**config.mk**
```make
export PLATFORM = sky130hd
export DESIGN_NAME = divider_arbiter
export DESIGN_NICKNAME = d
export VERILOG_FILES = /design/src/rtl/divider_arbiter.sv
export SDC_FILE = /design/constraint.sdc
export NUM_CORES = 1
export LEC_CHECK = 0
export CAP_MARGIN = 20
export CORE_ASPECT_RATIO = 1.2
export CORE_MARGIN = 8
export CORE_UTILIZATION = 40
export CTS_BUF_LIST = sky130_fd_sc_hd__clkbuf_8
export DETAILED_ROUTE_END_ITERATION = 8
export PLACE_DENSITY = 0.68
export SYNTH_ARGS = -nofsm -noshare
export SYNTH_HDL_FRONTEND = slang
export SYNTH_SLANG_ARGS = --single-unit
```
**constraint.sdc**
```tcl
create_clock -name i_clock -period 3.95 [get_ports i_clock]
set_input_delay 1.185 -clock i_clock [delete_from_list [all_inputs] [get_ports i_clock]]
set_output_delay 1.185 -clock i_clock [all_outputs]
set_load 0.005 [all_outputs]
```
**src/rtl/divider_arbiter.sv**
```systemverilog
// divider_arbiter: round-robin arbiter sharing one restoring divider among R requesters.
module divider #(
  parameter int N = 8
) (
  input  logic         i_clock,
  input  logic         i_reset,
  input  logic         i_start,
  input  logic [N-1:0] i_dividend,
  input  logic [N-1:0] i_divisor,
  output logic [N-1:0] o_quotient,
  output logic [N-1:0] o_remainder,
  output logic         o_undefined,
  output logic         o_finished
);
  localparam int CW = $clog2(N + 1);
  logic [N-1:0] rem, quo, dsr, rem_in, quo_in, dsr_in, rem_nx;
  logic [N:0] trial;
  logic [CW-1:0] cnt;
  logic ge, fin;
  // The first restoring step runs on the start edge itself, so N steps end after N edges.
  always_comb begin
    rem_in = i_start ? '0 : rem;
    quo_in = i_start ? i_dividend : quo;
    dsr_in = i_start ? i_divisor : dsr;
    trial = {rem_in, quo_in[N-1]};
    ge = trial >= {1'b0, dsr_in};
    rem_nx = ge ? N'(trial - {1'b0, dsr_in}) : trial[N-1:0];
  end
  always_ff @(posedge i_clock) begin
    if (i_reset) begin
      rem <= '0;
      quo <= '0;
      dsr <= '0;
      cnt <= '0;
      fin <= 1'b0;
    end else if (i_start || cnt != '0) begin
      rem <= rem_nx;
      quo <= {quo_in[N-2:0], ge};
      dsr <= dsr_in;
      cnt <= i_start ? CW'(N - 1) : cnt - CW'(1);
      fin <= !i_start && cnt == CW'(1);
    end
  end
  assign o_quotient = quo;
  assign o_remainder = rem;
  assign o_undefined = dsr == '0;
  assign o_finished = fin;
endmodule

module divider_arbiter #(
  parameter int N = 8,
  parameter int R = 4
) (
  input  logic                 i_clock,
  input  logic                 i_reset,
  input  logic [R-1:0]         i_req,
  input  logic [R*N-1:0]       i_dividend,
  input  logic [R*N-1:0]       i_divisor,
  output logic [R-1:0]         o_grant,
  output logic                 o_busy,
  output logic                 o_valid,
  input  logic                 i_ready,
  output logic [$clog2(R)-1:0] o_id,
  output logic [N-1:0]         o_quotient,
  output logic [N-1:0]         o_remainder,
  output logic                 o_undefined
);
  localparam int IW = $clog2(R);
  typedef enum logic [1:0] {IDLE, START, BUSY, DONE} state_t;
  state_t state, state_nx;
  logic [IW-1:0] ptr, win, id;
  logic [N-1:0] a_r, b_r, q_r, r_r, div_q, div_r;
  logic hit, grant_en, u_r, div_u, div_fin;
  divider #(.N(N)) u_div (
    .i_clock(i_clock),
    .i_reset(i_reset),
    .i_start(state == START),
    .i_dividend(a_r),
    .i_divisor(b_r),
    .o_quotient(div_q),
    .o_remainder(div_r),
    .o_undefined(div_u),
    .o_finished(div_fin)
  );
  // Scan downward so the requester closest to the pointer is the last to overwrite win.
  always_comb begin
    win = '0;
    hit = 1'b0;
    for (int i = R - 1; i >= 0; i--) begin
      if (i_req[(int'(ptr) + i) % R]) begin
        win = IW'((int'(ptr) + i) % R);
        hit = 1'b1;
      end
    end
  end
  assign grant_en = state == IDLE && hit && !i_reset;
  always_comb begin
    state_nx = state;
    case (state)
      IDLE:  state_nx = hit ? START : IDLE;
      START: state_nx = BUSY;
      BUSY:  state_nx = div_fin ? DONE : BUSY;
      DONE:  state_nx = i_ready ? IDLE : DONE;
    endcase
  end
  always_ff @(posedge i_clock) begin
    if (i_reset) begin
      state <= IDLE;
      ptr <= '0;
      id <= '0;
      a_r <= '0;
      b_r <= '0;
      q_r <= '0;
      r_r <= '0;
      u_r <= 1'b0;
    end else begin
      state <= state_nx;
      if (grant_en) begin
        a_r <= i_dividend[int'(win)*N +: N];
        b_r <= i_divisor[int'(win)*N +: N];
        id <= win;
        ptr <= IW'((int'(win) + 1) % R);
      end
      if (state == BUSY && div_fin) begin
        q_r <= div_q;
        r_r <= div_r;
        u_r <= div_u;
      end
    end
  end
  assign o_grant = grant_en ? R'(1) << win : '0;
  assign o_busy = state != IDLE;
  assign o_valid = state == DONE;
  assign o_id = id;
  assign o_quotient = q_r;
  assign o_remainder = r_r;
  assign o_undefined = u_r;
endmodule

```
-- Yosys cells after proc, flatten, opt, wreduce, memory -nomap -nowiden
Index checks and enable logic that the tools add are counted.
- add/subtract/negate cells: 6
- $mul: 0
- div/mod/pow operators: 0
- order comparisons: 5
- equality and inequality tests: 4
- shift-type cells: 3
- multiplexer cells: 29
- bitwise logic cells: 3
- reduce and logical (&&, ||, !) cells: 14
- operators by type and width (kind ; number):
    $shiftx A32 B6 Y8 ; 2
    $mux W8 ; 4
    $mux W1 ; 13
    $lt A3 B4 Y1 const B ; 3
    $mux W2 ; 5
    $ge A9 B8 Y1 ; 1
    $bmux W1 S2 ; 4
    $logic_not A8 Y1 ; 1
    $mux W4 ; 2
    $pmux W2 S4 ; 1
    $sub A8 B8 Y8 ; 1
    $reduce_or A2 Y1 ; 3
    $add A2 B1 Y2 const B ; 2
    $add A2 B2 Y2 const B ; 2
    $eq A2 B2 Y1 const B ; 2
    $eq A4 B1 Y1 const B ; 1
    $logic_and A1 B1 Y1 ; 4
    $reduce_bool A4 Y1 ; 1
    $shl A1 B2 Y4 const A ; 1
    $sub A4 B1 Y4 const B ; 1
    $and A1 B1 Y1 const A ; 3
    $lt A2 B3 Y1 const B ; 1
    $eq A2 B1 Y1 const B ; 1
    $logic_not A1 Y1 ; 2
    other kinds (3) ; 3
- bits in registers: 68
- bits in latches: 0
- RAM bits: 0
- bits in read-only memories: 0
- input bits: 71
- output and inout bits: 25
- word-level logic and storage cells: 77
- memories kept: 0

-- Longest topological paths before layout
Gate-level depths: netlist of the first run.
- depth in word-level cells: 13
- depth in mapped cells: 12
- gate-level depth less buffers: 10

-- Hierarchy
A second synthesis of the first run with hierarchy kept.
- cell total of the unflattened synthesis: 447
- area, all modules: 3895.0 µm²
- modules (own cells, without submodules) (module ; instances ; cells each ; area an instance (µm²) ; sequential area each (µm²)):
    divider_arbiter ; 1 ; 253 ; 2217.1 ; 780.7
    divider ; 1 ; 194 ; 1677.9 ; 580.6

-- Worst setup path before layout of the first run
No wires, ideal clock.
- kind: input to output
- start: in i_req[0]
- end: out o_grant[3]
- data arrival time: 2.658 ns
- required time: 2.765 ns
- slack: 0.107 ns
- cell stages on the path: 9
- buffers on the path: 3
- cells stage by stage: nor2b_1 -> or4_1 -> buf_2 -> and2_4 -> buf_6 -> buf_12 -> inv_1 -> ha_1 -> and2_1
- elaborated cells on any way between the ends: 23
- classes of those cells: shift: 1; mux: 20; reduce/logical: 2
- RTL lines (element ; line ; source):
    from (decl) ; 56 ; input logic [R-1:0] i_req,
    $bmux W1 S2 ; 90 ; if (i_req[(int'(ptr) + i) % R]) begin
    $mux W1 (not written as such) (2 in a row) ; 90 ;
    $mux W2 (3 in a row) ; 90 ;
    $mux W2 (*) ; 90 ;
    net win[0] ; 71 ; logic [IW-1:0] ptr, win, id;
    $shl A1 B2 Y4 (*) ; 131 ; assign o_grant = grant_en ? R'(1) << win : '0;
    $mux W4 (*) ; 131 ;
    to (decl) ; 59 ; output logic [R-1:0] o_grant,
The timed path passes the listed nets; every way through them passes the cells marked *. The select of a mux whose other input is x is not followed.

-- Worst setup path after layout of the first run
- start: in i_req[2]
- end: out o_grant[2]
- word-level cells in the longest chain between the ends: 10
- elaborated cells on any way between the ends: 23
- classes of those cells: shift: 1; mux: 20; reduce/logical: 2
- RTL lines (element ; line ; source):
    $bmux W1 S2 ; 90 ;
    $mux W1 (not written as such) (2 in a row) ; 90 ;
    $mux W1 (4 in a row) ; 90 ;
    $logic_and A1 B1 Y1 (2 in a row) ; 96 ; assign grant_en = state == IDLE && hit && !i_reset;
    $mux W4 (*) ; 131 ;
Mark *: on every way between the ends. The rest lies on a longest branch, timed or not. The select of a mux whose other input is x is not followed.

==> run summary, run 1 <==
Slew @ Worst Pin: 0.727 ns
Synth area leaders: dfxtp_1 37%, nand2_1 8.5%, mux2i_1 6.8%, ha_1 5.1%, a21oi_1 3.9%
Worst Setup Path Type: in -> out
CTS tree: yes
Synthesized area: 3700 µm²
Final ANT Viol Nets: 0
Die Area: 12600 µm²
Routed wire length: 10.0 mm
Status: finished clean
Top-count cell post-synth: nand2_1
Setup Fix Bufs, Post-CTS: 0
Hold_buf cts: 0
Die Y-Extent: 121 µm
Vias after detailed routing: 3487
Post-Synthesis Cells: 453
All-Layer GR Usage: 0.166
TritonCTS buffer count: 9
Post-synth net total: 540
Min Tclk post-route: 3.88 ns
Vias in the first global route: 3602
CTS Buffer Depth: 2
Worst EP arrival: 2.70 ns
Largest net degree at the start of global routing: 52
Max Clock Skew: 0.00765 ns
Critical path startpoint category: input pin
Pre-CTS setup slack: -0.602 ns
Synth warnings: 0
Average wire per standard cell: 14.9 µm
Number of I/O pins: 96
Achievable frequency: 258 MHz
Area leader, netlist: dfxtp_1
Row Count: 38
Post-DR vias/cell: 5.18
Layout cells sized above 1: 0.0832
Power per Cell Area: 521 nW/µm²
Final nets: 635
CTS root buf: clkbuf_8
Mean Syn Cell Area: 8.16 µm²
Number of synthesized flops with an enable pin: 0
Post-synth ARST share: 0
Critical path endpoint category: primary output
GRT Residual Overflow: 0
Synthesized flop and latch total: 68
IO buf count: 95
Slew headroom: 0.515
Clock transition at path regs: 0.07 ns
Max-slew violations: 0
Gpl congestion: 0.856
Final instance area: 4990 µm²
Peak VDD IR: 0.000212 V
Seq pwr share: 0.348
Pre-antenna DRT Iters: 4
Synth Flop Type: dfxtp_1
Diode count: 0
DP Wirelength: 7.92 mm
Pwr Total: 2600 µW
Die Wd: 104 µm
Cell area after placement: 4790 µm²
Clock sink count: 68
Worst skew pair latency: 0.34 ns
Final period util: 0.983
Initial Utilization: 0.409
Initial DRC Count: 125
RSZ-0062 raised after global routing: false
Core Area: 9030 µm²
Clock share of power: 0.226
Post-synthesis sequential area ratio: 0.368
Max Cap Violations: 0
Initial antenna violation count: 0
Crit path max fanout: 4
Library cells used by synthesis: 46
Endpoints failing setup: 0
Gate power share: 0.426
Synth top area share: 0.368
H-tree Lvls: 3
Layout overhead on the synthesized area: 34.9%
Most frequent cells after synthesis: 84 x nand2_1, 68 x dfxtp_1, 29 x a21oi_1, 28 x nor2_1, 25 x mux2i_1
Crit path required time: 2.76 ns
Final hold vios: 0
Final worst slack: 0.0685 ns
Sw power: 964 µW
Hold/Removal Path Class: reg -> reg
Switch share: 0.371
P_leak: 0.00198 µW
DRC viols: 0
Int Pwr: 1630 µW
First-pass GRT wire length: 17.4 mm
-- worst paths after layout --
kind | startpoint | to | slack [ns] | cells past startpoint
worst min register to register | o_quotient[0]$_SDFFE_PP0P_ | o_quotient[0]$_SDFFE_PP0P_ | 0.45 | 2
worst max-delay path | i_req[2] | o_grant[2] | 0.07 | 7
worst min-delay path | o_quotient[0]$_SDFFE_PP0P_ | o_quotient[0]$_SDFFE_PP0P_ | 0.45 | 2
worst max register to register | state[1]$_SDFF_PP0_ | u_div.o_remainder[1]$_SDFFE_PP0P_ | 0.91 | 8
-- layout make-up --
cell class                 instances  area [µm²]
clock buffer                      11         151
clock inverter                     5        60.1
fill                             849        4040
inverter                           7        26.3
multi-input combinational        350        2190
sequential                        68        1360
tap                              120         150
timing repair buffer             112        1050
-- timing repair --
action | in CTS | in global routing
pin swaps | 1 | 0
resized for setup | 23 | 1
endpoints found under the setup margin | 4 | 1
-- cell families (layout without fill, tap and decap cells) --
| family | Yosys count | count (layout) | share of synthesized area |
|---|---|---|---|
| AO/OA/AOI/OAI | 117 | 117 | 0.208 |
| XOR/XNOR | 8 | 8 | 0.0189 |
| AND/OR/NAND/NOR | 184 | 184 | 0.238 |
| multiplexers | 25 | 25 | 0.0677 |
| adder cells (fa/ha/maj) | 16 | 16 | 0.0562 |
| flip-flops | 68 | 68 | 0.368 |
| buffers and inverters | 35 | 135 | 0.0433 |
-- layout by cell type (no fill, tap or decap), types with 8 or more instances in the layout --
| cell | instances |
|---|---|
| mux2i_1 | 25 |
| a311oi_1 | 10 |
| nor2_1 | 28 |
| nand2_1 | 84 |
| buf_4 | 17 |
| o21ai_0 | 20 |
| and3_1 | 18 |
| clkbuf_8 | 11 |
| nor3_1 | 8 |
| and2_1 | 12 |
| a21oi_1 | 29 |
| a21boi_0 | 17 |
| clkdlybuf4s50_1 | 87 |
| o211ai_1 | 18 |
| dfxtp_1 | 68 |
| ha_1 | 15 |
-- worst max-delay path, cell delays in order --
cell           delay (ns)
dlygate4sd2_1        0.24
nor2b_1              0.13
or4_4                0.52
and2_4               0.17
ha_1                 0.19
and2_1               0.13
buf_2                0.12
-- per-stage QoR --
| step | TNS, ns | instances | hold WS (ns) | utilization |
|---|---|---|---|---|
| after CTS | 0 | 672 | 0.456 | 0.552 |
| final | 0 | 673 | 0.453 | 0.552 |
| after floorplan | 0 | 453 | 0.439 | - |
| after detailed placement | -2.21 | 656 | 0.446 | 0.530 |
| after global placement | -1.97 | 656 | 0.441 | 0.530 |
| after global routing | 0 | 673 | 0.477 | 0.552 |
-- flip-flops by register name, indices dropped and copies added, names as in the netlist, 4 cells and up --
register           flops
o_quotient             8
a_r                    8
u_div.o_quotient       8
b_r                    8
o_remainder            8
u_div.dsr              8
u_div.cnt              4
u_div.o_remainder      8
-- layer usage --
layer  GRT usage  up-vias  routed length, µm
met1       0.182     1576               4290
met2       0.279      107               4670
met4      0.0571        0                165
li1            -     1789                  -
met5           0        -                  0
met3      0.0733       15                926
-- power groups by stage --
stage | Clock, µW | Sequential (µW) | Combinational (µW)
final | 588 | 904 | 1110
after global routing | 635 | 923 | 1240
after CTS | 602 | 903 | 1110
after detailed placement | 0 | 917 | 1100
after global placement | 0 | 914 | 1070
after floorplan | 0 | 885 | 832
No activity file was read; power rests on OpenSTA's default activity.
==> inputs of run 2 (changes only) <==
Settings changed: ABC_AREA set to 1, CTS_CLUSTER_SIZE set to 40, PLACE_DENSITY 0.68 to 0.67.
==> run summary, run 2 <==
Status: finished clean (unchanged)
Post-synthesis sequential area ratio: 0.364 (was 0.368)
Row Count: 38 (unchanged)
Area leader, netlist: dfxtp_1 (unchanged)
Critical path endpoint category: primary output (unchanged)
Cell area after placement: 4840 µm² (was 4790 µm²)
Clock sink count: 68 (unchanged)
Synth top area share: 0.364 (was 0.368)
Average wire per standard cell: 13.5 µm (was 14.9 µm)
Synth Flop Type: dfxtp_1 (unchanged)
Peak VDD IR: 0.000597 V (was 0.000212 V)
Final nets: 750 (was 635)
CTS tree: yes (unchanged)
Worst EP arrival: 2.60 ns (was 2.70 ns)
Hold/Removal Path Class: reg -> reg (unchanged)
IO buf count: 95 (unchanged)
Power per Cell Area: 749 nW/µm² (was 521 nW/µm²)
Die Y-Extent: 122 µm (was 121 µm)
Crit path launch: i_req[2] (unchanged)
Endpoints failing setup: 0 (unchanged)
Min Tclk post-route: 3.78 ns (was 3.88 ns)
Layout cells sized above 1: 0.0988 (was 0.0832)
Hold Crit Start: b_r[0]$_SDFFE_PP0P_ (was o_quotient[0]$_SDFFE_PP0P_)
RSZ-0062 raised after global routing: false (unchanged)
P_leak: 0.00235 µW (was 0.00198 µW)
Fillcell total: 872 (was 849)
CTS Buffer Depth: 2 (unchanged)
Placed cell count: 767 (was 656)
Initial Utilization: 0.412 (was 0.409)
GRT Residual Overflow: 0 (unchanged)
Final instance area: 5090 µm² (was 4990 µm²)
Worst skew pair latency: 0.34 ns (about the same)
Vias in the first global route: 3971 (was 3602)
First-pass GRT wire length: 18.2 mm (was 17.4 mm)
Layout overhead on the synthesized area: 35.9% (was 34.9%)
Hold_buf cts: 0 (unchanged)
Pre-antenna DRT Iters: 5 (was 4)
Slew headroom: 0.572 (was 0.515)
Initial DRC Count: 176 (was 125)
Final ANT Viol Nets: 0 (unchanged)
Number of I/O pins: 96 (unchanged)
Clock transition at path regs: 0.07 ns (about the same)
Pwr Total: 3810 µW (was 2600 µW)
DP Wirelength: 8.41 mm (was 7.92 mm)
Number of synthesized flops with an enable pin: 0 (unchanged)
CTS root buf: clkbuf_8 (unchanged)
Worst Setup Path Type: in -> out (unchanged)
Routed wire length: 10.6 mm (was 10.0 mm)
H-tree Lvls: 3 (unchanged)
Post-Synthesis Cells: 560 (was 453)
Post-DR vias/cell: 5.02 (was 5.18)
RR Startpoint: state[1]$_SDFF_PP0_ (unchanged)
Library cells used by synthesis: 33 (was 46)
Synthesized flop and latch total: 68 (unchanged)
All-Layer GR Usage: 0.171 (was 0.166)
Crit path max fanout: 3 (was 4)
Largest net degree at the start of global routing: 33 (was 52)
Post-synth net total: 647 (was 540)
Critical path startpoint category: input pin (unchanged)
Synth area leaders: dfxtp_1 36%, nand2_1 15%, nand3_1 14%, ha_1 5.0%, o21ai_0 4.9% (was dfxtp_1 37%, nand2_1 8.5%, mux2i_1 6.8%, ha_1 5.1%, a21oi_1 3.9%)
Die Wd: 104 µm (about the same)
Core Area: 9080 µm² (was 9030 µm²)
Max-slew violations: 0 (unchanged)
Most frequent cells after synthesis: 149 x nand2_1, 103 x nand3_1, 68 x dfxtp_1, 46 x nor2_1, 44 x inv_1 (was 84 x nand2_1, 68 x dfxtp_1, 29 x a21oi_1, 28 x nor2_1, 25 x mux2i_1)
Max Clock Skew: 0.00707 ns (was 0.00765 ns)
Final period util: 0.957 (was 0.983)
Worst hold margin: 0.453 ns (about the same)
Top-count cell post-synth: nand2_1 (unchanged)
Synthesized area: 3740 µm² (was 3700 µm²)
Die Area: 12700 µm² (was 12600 µm²)
Final hold vios: 0 (unchanged)
Vias after detailed routing: 3957 (was 3487)
TritonCTS buffer count: 9 (unchanged)
Achievable frequency: 264 MHz (was 258 MHz)
Most frequent cells in the layout: 145 x nand2_1, 101 x nand3_1, 87 x clkdlybuf4s50_1, 68 x dfxtp_1, 46 x nor2_1 (was 87 x clkdlybuf4s50_1, 84 x nand2_1, 68 x dfxtp_1, 29 x a21oi_1, 28 x nor2_1)
Non-Filler Instances: 788 (was 673)
DRC viols: 0 (unchanged)
Synth warnings: 0 (unchanged)
Diode count: 0 (unchanged)
Max Cap Violations: 0 (unchanged)
Slew @ Worst Pin: 0.641 ns (was 0.727 ns)
Initial antenna violation count: 0 (unchanged)
Commonest non-fill, non-tap cell in the layout: nand2_1 (was clkdlybuf4s50_1)
Crit path required time: 2.76 ns (about the same)
Mean Syn Cell Area: 6.69 µm² (was 8.16 µm²)
Post-synth ARST share: 0 (unchanged)
Gpl congestion: 0.828 (was 0.856)
[run 2: per-stage QoR]
| stage | setup slack (ns) | utilization | setup TNS (ns) |
|---|---|---|---|
| 2_1_floorplan | 0.416 | - | 0 |
| 3_3_place_gp | -0.386 | 0.533 | -1.38 |
| 3_5_place_dp | -0.467 | 0.533 | -1.69 |
| 4_1_cts | 0.213 | 0.560 | 0 |
| 5_1_grt | 0.0674 | 0.560 | 0 |
| 6_report | 0.169 | 0.560 | 0 |
[run 2: repair_timing]
action,4_1_cts,5_1_grt
setup buffers,6,0
endpoints found under the setup margin,4,0
gates resized for setup,33,0
[run 2: critical path, stage by stage]
cell and delay (ns):
dlygate4sd2_1 0.25, nand2_1 0.08, o21ai_2 0.07, nand2_1 0.12, nand3b_1 0.10, nand3b_1 0.13
nand2_2 0.09, buf_6 0.12, inv_2 0.06, ha_1 0.14, inv_1 0.04, nor2_1 0.09
buf_2 0.13
[run 2: cells by family after synthesis]
| group | synth area share |
|---|---|
| compound gates | 0.108 |
| xor+xnor | 0.0140 |
| fa+ha+maj | 0.0555 |
| buf+inv | 0.0879 |
| flops | 0.364 |
| mux | 0.00802 |
| simple gates | 0.364 |
[run 2: where the power goes]
| group | internal (µW) | switching, µW | total, µW |
|---|---|---|---|
| sequential | 867 | 101 | 968 |
| combinational | 877 | 1400 | 2270 |
| clock | 321 | 250 | 572 |
[run 2: layout make-up]
| type | count | area (µm²) | share of cell area |
|---|---|---|---|
| sequential | 68 | 1360 | 0.267 |
| multi-input combinational | 416 | 2090 | 0.410 |
| tap | 120 | 150 | 0.0295 |
| inverter | 51 | 194 | 0.0381 |
| timing repair buffer | 117 | 1090 | 0.215 |
| clock buffer | 11 | 151 | 0.0297 |
| clock inverter | 5 | 51.3 | 0.0101 |
[run 2: metal layers]
| metal | share of wire | up-vias | track usage |
|---|---|---|---|
| met3 | 0.072 | 13 | 0.0560 |
| met5 | 0 | - | 0 |
| met2 | 0.48 | 126 | 0.304 |
| met4 | 0.013 | 0 | 0.0471 |
| li1 | - | 2049 | - |
| met1 | 0.44 | 1769 | 0.192 |
[run 2: worst paths after layout]
path,end,slack [ns],depth (start not counted)
worst max-delay path,o_grant[0],0.17,13
worst min-delay path,b_r[0]$_SDFFE_PP0P_,0.45,2
worst max register to register,u_div.o_remainder[5]$_SDFFE_PP0P_,0.72,15
worst min register to register,b_r[0]$_SDFFE_PP0P_,0.45,2
==> edit 1: new RTL, config.mk and constraints of run 1 <==
Set the parameter `R` to 2 (it was 4).
--- a/src/rtl/divider_arbiter.sv
+++ b/src/rtl/divider_arbiter.sv
@@ -50,5 +50,5 @@
 module divider_arbiter #(
   parameter int N = 8,
-  parameter int R = 4
+  parameter int R = 2
 ) (
   input  logic                 i_clock,
Interface: changed (5 resized); port bits go from 96 to 59. The function was not compared with the original's and may differ.
==> edit 1 against run 1 <==
Sequential power is 6.1% lower. Setup slack better by 62 ps. Power is 10% lower. Wire length is 30% lower. Sequential cell count is 2 lower. Sequential share of layout area is 5.9 points higher. Synthesized area is 15% lower. Synthesized cell count is 19% lower. Clock skew hardly changed. Final area is 20% lower. Critical path type unchanged. Critical endpoint is now o_grant[0]. Highest routed layer unchanged.
==> edit 1: results (changes against run 1) <==
number of port buffers=58 (was 95); Netlist cell types=50 (was 46); reg2reg end=u_div.o_remainder[5] (was u_div.o_remainder[1]); pin slew with the least headroom to its limit=707.6 ps (was 726.8 ps); pin count of the biggest net entering global routing=65 (was 52); via count of the first global-routing pass=2,584 (was 3,602); status=finished, final reports clean (unchanged); nets=469 (was 635); half-perimeter wire length after placement=5304 um (was 7921 um); largest cells by area after synthesis=dfxtp_1 (42%), mux2i_1 (7.6%), nand2_1 (7.5%), nor2_1 (6.0%), a211oi_1 (4.8%) (was dfxtp_1 (37%), nand2_1 (8.5%), mux2i_1 (6.8%), ha_1 (5.1%), a21oi_1 (3.9%)); share of layout cells above drive strength 1=0.08019 (was 0.08318); WP data arrival=2630 ps (was 2700 ps); crit-path max FO=3 (was 4); delay of the slowest cell on the worst path=540 ps (was 520 ps); Post-Route Skew=7.626 ps (was 7.647 ps); # resized after CTS=0 (was 23); CP endpoint=o_grant[0] (was o_grant[2]); Tot GR Track Use=0.1321 (was 0.1657); GR Util met1=0.1665 (was 0.1824); Seq/Total Area, Yosys=0.4207 (was 0.3681); P_leak=1.584 nW (was 1.979 nW); Via density=5.165 (was 5.181); met2 track demand over resource=0.2030 (was 0.2791); r2r setup slk=740 ps (was 910 ps); CP delay by family, top=buffers and inverters (was simple AND/OR/NAND/NOR gates); critical path startpoint=i_req[0] (was i_req[2]); clock latency at the later pin of the worst-skew pair=between 300 and 400 ps; routed wire length=7041 um (was 10,040 um); first-pass GRT wire length=12,230 um (was 17,370 um); Net Count, Synth=415 (was 540); number of fill cells in the layout=728 (was 849); IR drop worst, VDD=0.0002691 V (was 0.0002116 V); M3 GR Usage=0.03900 (was 0.07333); Worst path slowest cell=clkdlybuf4s50_1 (was or4_4); initial detailed-routing violation count=96 (was 125)
-- edit 1: changes by cell type in the layout (fill, tap and decap cells not counted), moves of 14 or more --
cell             change
a21boi_0            -17
a211oi_1            +17
o211ai_1            -16
o21ai_0             -14
clkdlybuf4s50_1     -30
nand2_1             -21
and3_1              -16
nor2_1              +21
-- edit 1: report_power, final --
part / internal (mW) / total [mW] / switching, mW
Sequential: 0.775 / 0.849 / 0.0746
Combinational: 0.414 / 0.957 / 0.543
Clock: 0.298 / 0.531 / 0.232
Total: 1.49 / 2.34 / 0.850
-- edit 1: cell type report --
class / count / share of cell area
flip-flops and latches: 66 / 0.3316
clock inverters: 5 / 0.01193
inverters: 5 / 0.004710
multi-input cells: 274 / 0.4327
clock buffers: 10 / 0.03454
well taps: 92 / 0.02889
repair buffers: 64 / 0.1557
-- edit 1: cells by family (layout without fill, tap and decap cells) --
family | after synthesis | after routing | share of synthesized area
compound gates | 80 | 80 | 0.1861
xor+xnor | 7 | 7 | 0.01952
fa+ha+maj | 12 | 12 | 0.05020
buf+inv | 26 | 84 | 0.03227
flops | 66 | 66 | 0.4207
mux | 25 | 25 | 0.08008
simple gates | 150 | 150 | 0.2112
-- edit 1: how the worst min path moves through the flow --
stage,slack (ps),to,from,cells past startpoint
2_1_floorplan,440,o_remainder[0],u_div.o_remainder[0],2
3_3_place_gp,440,o_remainder[4],o_remainder[4],2
3_5_place_dp,450,o_undefined,o_undefined,2
4_1_cts,460,o_undefined,o_undefined,2
5_1_grt,470,o_quotient[5],o_quotient[5],2
6_report,450,o_quotient[6],o_quotient[6],2
-- edit 1: worst register-to-register path: stages, from the launching register on --
cell	delay [ps]
dfxtp_1	370
nand2b_1	590
mux2i_1	460
ha_1	320
nand2b_1	110
a21oi_2	100
a2111oi_4	510
o21ai_0	280
o311a_1	360
-- edit 1: metrics by stage --
stage / setup slack, ps / cell area, um2 / util / cells
2_1_floorplan: 673.5 / 3141 / - / 366
3_3_place_gp: 187.9 / 3792 / 0.4949 / 500
3_5_place_dp: 136.2 / 3792 / 0.4949 / 500
4_1_cts: 119.1 / 3978 / 0.5190 / 515
5_1_grt: 43.84 / 3985 / 0.5200 / 516
6_report: 130.2 / 3985 / 0.5200 / 516
-- edit 1: layer usage --
metal	vias to the layer above	wire, um
met5	-	0
met4	0	114
met3	9	388
met2	67	3166
met1	1190	3371
li1	1399	-
==> edit 2: new RTL, flow settings as in run 1 <==
Without the edit above. Register the input `i_dividend` before use, cleared by the reset. The logic sees it one clock later. The other inputs are not delayed to match.
--- a/src/rtl/divider_arbiter.sv
+++ b/src/rtl/divider_arbiter.sv
@@ -68,4 +68,15 @@
   localparam int IW = $clog2(R);
   typedef enum logic [1:0] {IDLE, START, BUSY, DONE} state_t;
+
+  logic [R*N-1:0] i_dividend_q;
+
+  always_ff @(posedge i_clock) begin
+    if (i_reset) begin
+      i_dividend_q <= '0;
+    end else begin
+      i_dividend_q <= i_dividend;
+    end
+  end
+
   state_t state, state_nx;
   logic [IW-1:0] ptr, win, id;
@@ -117,5 +128,5 @@
       state <= state_nx;
       if (grant_en) begin
-        a_r <= i_dividend[int'(win)*N +: N];
+        a_r <= i_dividend_q[int'(win)*N +: N];
         b_r <= i_divisor[int'(win)*N +: N];
         id <= win;
Formal check against the unedited RTL: no difference found for any inputs over 4 cycles, from zero or initial values and one cycle with i_reset high; that may be too few to reach the edited logic, so the function may still have changed.
==> edit 2 against run 1 <==
Synthesized cell count rose by 11%. Worst hold slack improved by 4.4 ps. Power up 16%. Critical endpoint unchanged. Setup slack got worse by 5.1 ps. Sequential cell count grew 32. Final area is 18% higher. Synthesized area is 23% higher. Sequential share of layout area is 6.7 points higher. Wire length up 13%.
==> edit 2: results (changes against run 1) <==
largest cells by area after synthesis=dfxtp_1 (44%), mux2i_1 (7.9%), nand2_1 (5.0%), nor2b_1 (4.7%), ha_1 (4.1%) (was dfxtp_1 (37%), nand2_1 (8.5%), mux2i_1 (6.8%), ha_1 (5.1%), a21oi_1 (3.9%)); met3 WL post-DR=707 um (was 926 um); post-synthesis cell count=502 (was 453); Via density=5.038 (was 5.181); Net Count, Synth=589 (was 540); Netlist cell types=52 (was 46); Placed Area=5687 um2 (was 4786 um2); first drt pass iteration count=4 (unchanged); Clock Tree Buf Depth=2 (unchanged); crit-path max FO=3 (was 4); antenna violations before repair=0 (unchanged); P_leak=2.413 nW (was 1.979 nW); top post-synthesis cells by count=dfxtp_1 (100), nand2_1 (61), mux2i_1 (36) (was nand2_1 (84), dfxtp_1 (68), a21oi_1 (29)); pin count of the biggest net entering global routing=81 (was 52); met2 track demand over resource=0.2691 (was 0.2791); Placed Instances=740 (was 656); IR drop worst, VDD=0.0002024 V (was 0.0002116 V); Final Non-Filler Cells=760 (was 673); status=finished, final reports clean (unchanged); Seq/Total Area, Yosys=0.4399 (was 0.3681); half-perimeter wire length after placement=8769 um (was 7921 um); worst r2r path cells=10 (was 8); initial detailed-routing violation count=155 (was 125); Worst path slowest cell=or4_4 (unchanged); worst hold endpoint=o_remainder[4] (was o_quotient[0]); M3 GR Usage=0.03414 (was 0.07333); clock latency at the later pin of the worst-skew pair=380 ps (was 340 ps); GR Util met1=0.1863 (was 0.1824); via count of the first global-routing pass=4,011 (was 3,602); wire length on met2=5566 um (was 4668 um); share of layout cells above drive strength 1=0.1073 (was 0.08318); Reg clk slew, reported paths=100 ps (was 70 ps); first-pass GRT wire length=19,230 um (was 17,370 um); Rel. slew slack=0.4176 (was 0.5155); Root Driver=clkbuf_8 (unchanged); Post-Route Skew=10.75 ps (was 7.647 ps); WL/cell=14.96 um (was 14.92 um); r2r setup slk=710 ps (was 910 ps); HP Start=o_remainder[4] (was o_quotient[0]); reg2reg end=u_div.o_remainder[6] (was u_div.o_remainder[1]); routability cong.=0.8213 (was 0.8560); Tot GR Track Use=0.1581 (was 0.1657); M1 WL=4909 um (was 4285 um); nets=688 (was 635)
==> edit 2: changes by cell type after synthesis, sizes merged, moves of 5 or more <==
cell,change
a311oi,-10
xor2,+5
mux2i,+11
a211oi,+9
nand2,-23
xnor2,-5
dfxtp,+32
nor2b,+29
==> edit 2: cell type report <==
type                            count  area (um2)
Tap cell                          154       192.7
Clock inverter                      7       57.56
Fill cell                        1063        5202
Timing Repair Buffer              119        1090
Multi-Input combinational cell    362        2386
Clock buffer                        9       123.9
Sequential cell                   100        2002
Inverter                            9       33.78
==> edit 2: repair_timing <==
item | 4_1_cts | 5_1_grt
pin swaps | 1 | 1
buffers inserted | 3 | 0
endpoints found under the setup margin | 4 | 4
gates resized for setup | 32 | 4
==> edit 2: power by group <==
part | switching [mW] | internal [mW] | leakage (nW)
Clock | 0.377 | 0.238 | 0.0881
Sequential | 0.0965 | 1.14 | 0.822
Combinational | 0.606 | 0.555 | 1.50
==> edit 2: through the flow <==
step / worst slack, ps / hold slack (ps) / total power [mW] / TNS [ps]
floorplan: 74.03 / 427.3 / 2.085 / 0
global placement: -569.5 / 443.2 / 2.379 / -2186
detailed placement: -609.8 / 445.3 / 2.408 / -2362
CTS: 9.548 / 460.4 / 3.034 / 0
global route: -10.94 / 481.1 / 3.222 / -10.94
finish: 63.35 / 457.4 / 3.014 / 0
==> edit 2: tightest hold or removal path, stage by stage (launching register included) <==
cell	delay, ps
dfxtp_1	320
nand2_1	50
a21oi_1	50
==> edit 2: logic make-up (layout without fill, tap and decap cells) <==
family                   Yosys count  count (layout)  synth area share
AO/OA/AOI/OAI                    117             117            0.1710
XOR/XNOR                           8               8           0.01540
adder cells (fa/ha/maj)           16              16           0.04564
buffers and inverters             40             144           0.04207
flip-flops                       100             100            0.4399
multiplexers                      38              38           0.08414
AND/OR/NAND/NOR                  183             183            0.2018
